--- src/rtl/prog_launch_ctrl.sv ---
// Program-launch sequencer: turns Start pulses into one-cycle PC loads of each program's entry address.
// Optional watchdog (forces FIN after TIMEOUT RUN cycles) is built only when PROG_TIMEOUT_EN is defined.
module prog_launch_ctrl #(
    parameter int L       = 10,
    parameter int NPROG   = 3,
    parameter int ENTRY0  = 0,
    parameter int ENTRY1  = 190,
    parameter int ENTRY2  = 639,
    parameter int ENTRY3  = 0,
    parameter int TIMEOUT = 4096
) (
    input  logic         Clk,
    input  logic         Reset,
    input  logic         Start,
    input  logic         DoneInstr,
    output logic         PCHold,
    output logic         PCLoad,
    output logic [L-1:0] PCLoadAddr,
    output logic [1:0]   ProgIdx,
    output logic         Running,
    output logic         Done,
    output logic         TimedOut
);

    typedef enum logic [2:0] {IDLE, ARMED, LOAD, RUN, FIN} state_t;

    localparam logic [2:0] NPROG_W = 3'(NPROG);

    state_t     state;
    logic       start_r;
    logic [2:0] prog_cnt;   // one bit wider than ProgIdx so NPROG=4 can saturate
    logic       rise, fall;
    logic       time_up;
    logic [2:0] prog_cnt_next;

    assign rise = Start & ~start_r;
    assign fall = ~Start & start_r;
    assign prog_cnt_next = (prog_cnt < NPROG_W) ? prog_cnt + 3'd1 : prog_cnt;
    assign ProgIdx = (prog_cnt > 3'd3) ? 2'd3 : prog_cnt[1:0];

    function automatic logic [L-1:0] entry_addr(input logic [2:0] idx);
        if (idx >= NPROG_W) return '0;
        case (idx)
            3'd0:    return L'(ENTRY0);
            3'd1:    return L'(ENTRY1);
            3'd2:    return L'(ENTRY2);
            3'd3:    return L'(ENTRY3);
            default: return '0;
        endcase
    endfunction

`ifdef PROG_TIMEOUT_EN
    localparam logic [15:0] RUN_LAST = 16'(TIMEOUT - 1);

    logic [15:0] run_cycles;

    assign time_up = (state == RUN) && (run_cycles == RUN_LAST);

    always_ff @(posedge Clk) begin
        if (Reset) begin
            run_cycles <= '0;
            TimedOut   <= 1'b0;
        end else begin
            if (state == LOAD)
                run_cycles <= '0;
            else if (state == RUN)
                run_cycles <= run_cycles + 16'd1;
            if (state == IDLE && rise)
                TimedOut <= 1'b0;
            else if (time_up)
                TimedOut <= 1'b1;
        end
    end
`else
    assign time_up  = 1'b0;
    assign TimedOut = 1'b0;
`endif

    // NOTE: Reset is sampled on Clk only, so it sits inside the clocked branch, not the sensitivity list.
    always_ff @(posedge Clk) begin
        if (Reset) begin
            state      <= IDLE;
            start_r    <= 1'b0;
            prog_cnt   <= '0;
            Done       <= 1'b0;
            Running    <= 1'b0;
            PCHold     <= 1'b1;
            PCLoad     <= 1'b0;
            PCLoadAddr <= L'(ENTRY0);
        end else begin
            start_r <= Start;
            case (state)
                IDLE: begin
                    if (rise) begin
                        state <= ARMED;
                        Done  <= 1'b0;
                    end
                end
                ARMED: begin
                    if (fall) begin
                        if (prog_cnt < NPROG_W) begin
                            state  <= LOAD;
                            PCLoad <= 1'b1;
                            PCHold <= 1'b0;
                        end else begin
                            state <= IDLE;
                            Done  <= 1'b1;
                        end
                    end
                end
                LOAD: begin
                    state   <= RUN;
                    PCLoad  <= 1'b0;
                    Running <= 1'b1;
                end
                RUN: begin
                    // a watchdog expiry is treated exactly like the done instruction
                    if (DoneInstr || time_up) begin
                        state   <= FIN;
                        Running <= 1'b0;
                        PCHold  <= 1'b1;
                    end
                end
                FIN: begin
                    state      <= IDLE;
                    Done       <= 1'b1;
                    prog_cnt   <= prog_cnt_next;
                    PCLoadAddr <= entry_addr(prog_cnt_next);
                end
                default: begin
                    state   <= IDLE;
                    PCHold  <= 1'b1;
                    PCLoad  <= 1'b0;
                    Running <= 1'b0;
                end
            endcase
        end
    end

endmodule
--- config.mk ---
export PLATFORM = sky130hd
export DESIGN_NAME = prog_launch_ctrl
export DESIGN_NICKNAME = d
export VERILOG_FILES = /design/src/rtl/prog_launch_ctrl.sv
export SDC_FILE = /design/constraint.sdc
export NUM_CORES = 1
export LEC_CHECK = 0
export BUFFER_PORTS_ARGS = -buffer_cell sky130_fd_sc_hd__buf_2
export CORE_MARGIN = 4
export CORE_UTILIZATION = 50
export DETAILED_ROUTE_END_ITERATION = 10
export PLACE_DENSITY = 0.85
export SETUP_SLACK_MARGIN = 0.4
export SLEW_MARGIN = 20
export SYNTH_ARGS = -nofsm -noshare
export SYNTH_HDL_FRONTEND = slang
export SYNTH_SLANG_ARGS = --single-unit
export TNS_END_PERCENT = 50
--- constraint.sdc ---
create_clock -name Clk -period 1.8 [get_ports Clk]
set_clock_uncertainty 0.2 [all_clocks]
set_input_delay 0.09 -clock Clk [delete_from_list [all_inputs] [get_ports Clk]]
set_output_delay 0.09 -clock Clk [all_outputs]
set_load 0.01 [all_outputs]
==> flow_summary.ini, run 1 <==
[detailed_routing]
first_pass_iters = 4
routedWlPerCell_um = 13.7
num_vias = 773
viasPerCell = 5.56
post-route-drc-count = 0
totalWireLength_um = 1900
drt_iter0_drc = 35
ant_nets = 0

[sta]
fin_ws_ps = 223
max_freq_mhz = 634
finalSetupViolCount = 0
post-route-min-period_ps = 1580
hold_viol = 0
rsz0062_at_grt = yes
finalSetupTns_ps = 0
fin_crit_sh_pct = 87.6
maxSlewViolCount = 0

[cells_and_area]
layout-drive-gt1-share_pct = 41.9
area_growth_pct = 37.5
n_antenna_cell = 0
fill_cells = 92
nNetsFinal = 131

[min_path]
min_path_type = in -> reg
holdCritStartpoint = Start
hold_path_depth = 4

[flow_run]
drv_cap = 0

[floorplan]
ios = 21
fp.dieArea_um2 = 2240
row_count = 13
fp.dieW_um = 47.4
core_um2 = 1380
initial_core_util_pct = 56.0
dieHeight_um = 47.4

[cts]
cts_tree = built
numCtsBuffers = 3
clockBufferDepth = 2
root_buffer = clkbuf_4
clock_latency_ps = 280
clk_pin_slew_ps = 80
h-tree-depth = 1
numClockSinks = 14

[grt]
grt_pass1_wl_um = 2750
grt_antenna_before_repair = 0
grt_max_degree = 15
overflow = 0
track_usage_pct = 17.5
grt_pass1_vias = 649

[worst_setup_path]
worstSetupEndpointType = output pin
cp.buffers_inverters = 1
cp_top_family = flip-flops
slowest_stage = dfxtp_4
cp_common_cell = ha_4
reg2reg_depth = 6
critical_path.max_stage_delay_ps = 360
path_class = reg -> out
crit_path_start = prog_cnt[1]
worst_ep_required_time_ps = 1510
rr_startpoint = prog_cnt[1]
worst-path-stages = 5
cp-start-kind = flip-flop
arrival_ps = 1290
path_cells = ha_4, ha_4, nand2b_4, nand2b_1, buf_2
path_max_fanout = 2

[yosys]
synth_area_leaders = dfxtp_1 36%, buf_4 7.8%, nand2_1 6.3%, a21oi_1 5.8%, nand2b_1 5.7%
synth.yosys.warnings = 0
ys_seq_elements = 14
async_flop_share_pct = 0
ys_types = 32
syn_avg_cell_area_um2 = 7.74
synth_area_um2 = 774
syn_inst = 100
synth_edf_count = 0
synth_flop_cell = dfxtp_1
yosysTopAreaCell = dfxtp_1
synth_top_area_share_pct = 36.2
ys_seq_area_share_pct = 36.2

[placement]
io_buffer_count = 18
pre_cts_ws_ps = 188
dp_hpwl_um = 1080
gp_congestion = 0.743

[run_status]
outcome = finished clean

[power]
power.density_nw_per_um2 = 595
vdd_drop_max_mv = 0.546
leakage_nw = 0.449
-- final cells by class --
cell class                      instances  area (µm²)  share of cell area [%]
Multi-Input combinational cell         71         507                    47.6
Sequential cell                        14         295                    27.7
Timing Repair Buffer                   33         210                    19.7
Clock buffer                            4        26.3                    2.47
Tap cell                               15        18.8                    1.76
Inverter                                2        7.51                   0.705
-- sequential cells by signal, indices dropped and copies added, names as in the netlist --
| name | cells |
|---|---|
| PCHold | 1 |
| start_r | 1 |
| Done | 1 |
| PCLoad | 1 |
| state | 3 |
| prog_cnt | 3 |
| Running | 1 |
| PCLoadAddr | 3 |
-- path summary, 6_finish.rpt --
path	endpoint	slack, ps
worst min-delay path	Done	70
worst min register to register	PCHold	250
worst max-delay path	ProgIdx[1]	220
worst max register to register	PCLoadAddr[7]	270
-- where the power goes --
part	switching [mW]	internal (mW)
clock	0.101	0.0860
sequential	0.0103	0.320
combinational	0.0625	0.0531
-- layer usage --
layer	global-route usage [%]	routed length (µm)
met1	21.8	842
met2	28.3	902
met3	6.13	139
met4	4.97	18
met5	0	0
-- layout by cell type (no fill, tap or decap), types with 2 or more instances in the layout --
cell type and n:
buf_2 18, inv_1 2, nor3_2 2, o21ai_1 2
clkbuf_4 3, ha_4 2, buf_4 12, nand2_1 13
nand2b_1 5, nand2b_4 2, dfxtp_4 4, a21oi_1 8
dlygate4sd3_1 3, nor2b_1 2, conb_1 2, nor3_4 2
nor2_1 8, a211oi_1 2, dfxtp_1 10
-- timing repair --
action / 4_1_cts / 5_1_grt
hold endpoints to repair: 13 / 0
buffers inserted: 4 / 5
setup endpoints to repair: 10 / 12
pin swaps: 3 / 1
gates resized for setup: 10 / 7
hold buffers: 3 / 0
-- per-stage QoR --
step	utilization, %	instances	hold slack (ps)	cell area, µm²	power (mW)
5_1_grt	77.0	139	90.4	1060	0.664
3_5_place_dp	62.9	123	148	870	0.432
2_1_floorplan	-	101	-38.4	832	0.408
3_3_place_gp	62.9	123	146	870	0.430
4_1_cts	71.9	134	64.6	993	0.629
6_report	77.0	139	66.9	1060	0.633
-- worst register-to-register path: stages (launching register included) --
cell and delay, ps:
dfxtp_4 360, ha_4 160, ha_4 270, nand2b_4 80, nor3_4 160, nand2_1 80
a21oi_1 140
-- synthesized netlist by cell type, types with 2 or more instances --
| library cell | count |
|---|---|
| buf_2 | 4 |
| nand2_1 | 13 |
| a211oi_1 | 2 |
| o21ai_1 | 2 |
| a21oi_1 | 9 |
| nor2b_1 | 3 |
| buf_4 | 8 |
| ha_1 | 2 |
| nor3b_1 | 2 |
| nand2b_1 | 7 |
| inv_1 | 2 |
| nor2_1 | 8 |
| dfxtp_1 | 14 |
| clkbuf_1 | 2 |
| nor3_1 | 5 |
-- logic make-up (layout without fill, tap and decap cells) --
kind of cell	after synthesis	after routing	share of synthesized area (%)
AND/OR/NAND/NOR	46	46	30.5
AO/OA/AOI/OAI	21	21	17.3
flip-flops	14	14	36.2
adder cells (fa/ha/maj)	2	2	3.23
other	1	2	0.484
buffers and inverters	16	39	12.3
Power figures use the tool's default switching activity.
==> run 2: changes to the inputs <==
--- a/config.mk
+++ b/config.mk
@@ -5,11 +5,12 @@
 export SDC_FILE = /design/constraint.sdc
 export NUM_CORES = 1
 export LEC_CHECK = 0
+export ABC_AREA = 1
 export BUFFER_PORTS_ARGS = -buffer_cell sky130_fd_sc_hd__buf_2
 export CORE_MARGIN = 4
 export CORE_UTILIZATION = 50
 export DETAILED_ROUTE_END_ITERATION = 10
-export PLACE_DENSITY = 0.85
+export PLACE_DENSITY = 0.84
 export SETUP_SLACK_MARGIN = 0.4
 export SLEW_MARGIN = 20
 export SYNTH_ARGS = -nofsm -noshare
==> constraint.sdc (replaced) <==
create_clock -name Clk -period 1.7 [get_ports Clk]
set_clock_uncertainty 0.2 [all_clocks]
set_input_delay 0.085 -clock Clk [delete_from_list [all_inputs] [get_ports Clk]]
set_output_delay 0.085 -clock Clk [all_outputs]
set_load 0.01 [all_outputs]
==> flow_summary.ini, run 2 <==
[run_status]
outcome = finished clean

[worst_setup_path]
reg2reg_depth = 6
rr_endpoint = PCLoadAddr[7]
arrival_ps = 1240
path_class = reg -> out
slowest_stage = dfxtp_4
path_max_fanout = 4
cp_common_cell = ha_4
worstSetupEndpointType = output pin
worst_ep_required_time_ps = 1410
critical_path.max_stage_delay_ps = 370
cp-start-kind = flip-flop
r2r_slack_ps = 240
rr_startpoint = prog_cnt[0]
path_cells = ha_4, ha_4, o21ai_2, buf_2

[detailed_routing]
post-route-drc-count = 0
routedWlPerCell_um = 13.4
ant_nets = 0
totalWireLength_um = 2070
viasPerCell = 5.46
num_vias = 841
drt_iter0_drc = 59
first_pass_iters = 5

[cts]
root_buffer = clkbuf_4
cts_tree = built
numCtsBuffers = 3
h-tree-depth = 1
clk_pin_slew_ps = 90
clockBufferDepth = 2
clock_latency_ps = 280
numClockSinks = 14

[yosys]
synth_flop_cell = dfxtp_1
ys_seq_area_share_pct = 35.2
synth_area_leaders = dfxtp_1 35%, nand2_1 10%, buf_4 7.5%, nand3_1 6.3%, o21ai_0 5.7%
ys_types = 21
synth.yosys.warnings = 0
yosysMostFrequentCell = nand2_1
yosysTopAreaCell = dfxtp_1
synth_edf_count = 0
synthTopCellsByCount = 22 x nand2_1, 14 x dfxtp_1, 11 x inv_1
syn_inst = 116
syn_avg_cell_area_um2 = 6.86
async_flop_share_pct = 0
synth_top_area_share_pct = 35.2
synth_area_um2 = 796
ys_seq_elements = 14

[grt]
grt_antenna_before_repair = 0
track_usage_pct = 16.8
overflow = 0
grt_busiest_layer = met2
grt_pass1_vias = 653
grt_pass1_wl_um = 2730
met3_usage_pct = 3.76
grt_use_met1_pct = 21.1
grt_max_degree = 11
grt_use_met2_pct = 27.7

[floorplan]
dieHeight_um = 47.9
row_count = 14
fp.dieW_um = 47.9
fp.dieArea_um2 = 2290
core_um2 = 1510
initial_core_util_pct = 52.8
ios = 21

[flow_run]
drv_cap = 0

[sta]
rsz0062_at_grt = yes
maxSlewViolCount = 0
hold_viol = 0
fin_ws_ps = 174
finalSetupTns_ps = 0
max_freq_mhz = 655
fin_crit_sh_pct = 89.8
finalSetupViolCount = 0
post-route-min-period_ps = 1530

[cells_and_area]
fill_cells = 108
n_antenna_cell = 0
nNetsFinal = 145
layout-drive-gt1-share_pct = 46.4
area_growth_pct = 35.8
multi_input_area_um2 = 512
regArea_um2 = 300
mostFrequentLayoutCells = 18 x nand2_1, 18 x buf_2, 11 x inv_1
top_regs = PCLoadAddr x3, prog_cnt x3, state x3

[power]
vdd_drop_max_mv = 0.517
power.density_nw_per_um2 = 700
leakage_nw = 0.528

[min_path]
hold_path_depth = 2
holdCritStartpoint = Running
min_path_type = reg -> reg
whs_endpoint = Running

[placement]
pre_cts_ws_ps = 248
gp_congestion = 0.839
io_buffer_count = 18
dp_hpwl_um = 1230
-- run 2: cell types whose count changed after synthesis, sizes merged, moves of 2 or more --
cell and delta:
a21oi -2, buf -4, clkbuf -2, inv +14, nand2 +11, nand2b -7
nand3 +9, nor2 +8, nor2b -3, nor3 -5, nor3b -2, o21ai +8
-- run 2: worst max-delay path by stage --
stage / from / to / slack (ps)
2_1_floorplan: prog_cnt[0] / PCLoadAddr[6] / 310
3_3_place_gp: prog_cnt[0] / PCLoadAddr[6] / 270
3_5_place_dp: prog_cnt[1] / PCLoadAddr[6] / 250
4_1_cts: prog_cnt[0] / ProgIdx[1] / 210
5_1_grt: prog_cnt[2] / ProgIdx[1] / 140
6_report: prog_cnt[0] / ProgIdx[1] / 170
-- run 2: cells by family (layout without fill, tap and decap cells) --
logic type      after synthesis  count (layout)  synth area share [%]
simple gates                 53              53                  31.4
buf+inv                      24              45                  15.1
compound gates               22              22                  14.6
flops                        14              14                  35.2
fa+ha+maj                     2               2                  3.14
other cells                   1               2                 0.471
-- run 2: timing repair --
item                       4_1_cts  5_1_grt
gates resized for setup         13       22
pin swaps                        7        6
setup endpoints to repair       14       15
hold buffers                     3        1
hold endpoints to repair         7        2
buffers inserted                 2        2
-- run 2: report_power, final --
group          internal (mW)  switching, mW
Sequential             0.342         0.0177
Combinational         0.0619         0.0915
Clock                  0.130          0.113
-- run 2: worst max-delay path: cells and delay by family (launching register included) --
kind / cells / cell delay (ps)
adders and majority gates: 2 / 320
buffers and inverters: 1 / 140
DFF: 1 / 370
AOI/OAI and AO/OA: 1 / 130
-- run 2: routing by layer --
layer,wire length [µm],up-vias
li1,-,408
met1,860,370
met2,972,50
met3,183,13
met4,49,0
met5,0,-
-- run 2: cell type report --
type	count	share of cell area, %
multi-input cells	79	47.3
flip-flops and latches	14	27.8
repair buffers	25	13.9
inverters	16	5.79
clock buffers	4	3.36
well taps	16	1.85
-- run 2: through the flow --
stage	area [µm²]	utilization (%)	hold WS [ps]	power, mW	instances
after floorplan	816	-	-45.9	0.456	117
after global placement	866	57.5	111	0.483	143
after detailed placement	866	57.5	123	0.486	143
after CTS	985	65.4	267	0.729	152
after global routing	1080	71.8	301	0.801	154
final	1080	71.8	266	0.756	154
==> run 3: changes to the inputs <==
--- a/config.mk
+++ b/config.mk
@@ -10,6 +10,8 @@
 export CORE_MARGIN = 4
 export CORE_UTILIZATION = 50
 export DETAILED_ROUTE_END_ITERATION = 10
+export GPL_TIMING_DRIVEN = 0
+export HOLD_SLACK_MARGIN = 0.15
 export PLACE_DENSITY = 0.84
 export SETUP_SLACK_MARGIN = 0.4
 export SLEW_MARGIN = 20
==> flow_summary.ini, run 3 (same netlist as run 2, synthesis figures left out) <==
[sta]
max_freq_mhz = 640
finalSetupTns_ps = 0
post-route-min-period_ps = 1560
hold_viol = 0
finalSetupViolCount = 0
fin_crit_sh_pct = 91.9
maxSlewViolCount = 0
rsz0062_at_grt = yes

[worst_setup_path]
arrival_ps = 1280
cp-start-kind = flip-flop
rr_startpoint = prog_cnt[0]
worstSetupEndpointType = output pin
r2r_slack_ps = 240
reg2reg_depth = 6
path_class = reg -> out
path_max_fanout = 3
endpoint = ProgIdx[0]
worst_ep_required_time_ps = 1410
rr_endpoint = PCLoadAddr[7]
crit_path_start = prog_cnt[0]

[floorplan]
core_um2 = 1510
initial_core_util_pct = 52.8
ios = 21
row_count = 14
fp.dieW_um = 47.9
dieHeight_um = 47.9
fp.dieArea_um2 = 2290

[grt]
grt_antenna_before_repair = 0
grt_max_degree = 11
track_usage_pct = 18.1
overflow = 0
grt_pass1_wl_um = 2910
grt_pass1_vias = 713

[detailed_routing]
ant_nets = 0
num_vias = 924
post-route-drc-count = 0
first_pass_iters = 4
drt_iter0_drc = 53
totalWireLength_um = 2220
viasPerCell = 5.53
routedWlPerCell_um = 13.3

[placement]
place_area_um2 = 926
gp_congestion = 0.858
dp_hpwl_um = 1320
io_buffer_count = 18

[cts]
clk_pin_slew_ps = 90
cts_tree = built
h-tree-depth = 1
clockBufferDepth = 2
numCtsBuffers = 3
numClockSinks = 14
clock_latency_ps = 290
root_buffer = clkbuf_4

[flow_run]
drv_cap = 0

[power]
leakage_nw = 0.592
p_total_mw = 0.761
power.density_nw_per_um2 = 646
vdd_drop_max_mv = 0.449

[cells_and_area]
design_area_um2 = 1180
final_common_cell = buf_2
area_growth_pct = 48.0
nNetsFinal = 158
layout-drive-gt1-share_pct = 50.3
top_regs = PCLoadAddr x3, prog_cnt x3, state x3
n_antenna_cell = 0
mostFrequentLayoutCells = 18 x buf_2, 17 x nand2_1, 15 x buf_4

[min_path]
min_path_type = in -> reg
hold_path_depth = 5

[run_status]
outcome = finished clean
run 3: cell types whose count changed in the layout (fill, tap and decap cells not counted), sizes merged:
cell / before / now
buf: 22 / 34
clkinvlp: 0 / 1
run 3: layout make-up:
type / count / area, µm²
Multi-Input combinational cell: 79 / 504
Fill cell: 101 / 329
Sequential cell: 14 / 303
Inverter: 16 / 62.6
Buffer: 8 / 60.1
Clock buffer: 4 / 36.3
Tap cell: 16 / 20.0
Timing Repair inverter: 1 / 7.51
Timing Repair Buffer: 29 / 184
run 3: through the flow:
step | utilization (%) | std cells | worst slack [ps] | hold slack [ps]
2_1_floorplan | - | 117 | 313 | -45.9
3_3_place_gp | 61.5 | 151 | 241 | 113
3_5_place_dp | 61.5 | 151 | 231 | 133
4_1_cts | 68.9 | 159 | 186 | 263
5_1_grt | 78.2 | 167 | 128 | 52.6
6_report | 78.2 | 167 | 138 | 40.5
run 3: worst min path at each step:
stage / from / to / slack [ps]
6_report: Start / state[0] / 40
4_1_cts: Running / Running / 260
3_5_place_dp: Start / start_r / 130
5_1_grt: Start / state[0] / 50
3_3_place_gp: Start / start_r / 110
2_1_floorplan: Reset / PCLoad / -50
run 3: worst max-delay path, stage by stage, from the launching register on:
cell,delay (ps)
dfxtp_4,380
ha_4,160
ha_4,150
o21ai_2,130
buf_2,160
run 3: report_power, final:
part | internal, mW | switching (mW) | total (mW)
registers | 0.340 | 0.0169 | 0.357
clock network | 0.130 | 0.118 | 0.248
logic | 0.0630 | 0.0927 | 0.156
run 3: repair_timing:
item                                    CTS  global route
endpoints found under the setup margin   13            15
pin swaps                                 4             8
hold buffers                              3             1
gates cloned                              0             1
endpoints found under the hold margin    14             2
resized for setup                        11            28
buffers inserted                          1             7
run 3: metal layers:
layer / up-vias / global-route usage [%] / routed length, µm
met3: 15 / 3.76 / 195
met2: 59 / 30.6 / 994
met5: - / 0 / 0
met1: 412 / 21.0 / 936
li1: 438 / - / -
met4: 0 / 9.68 / 97
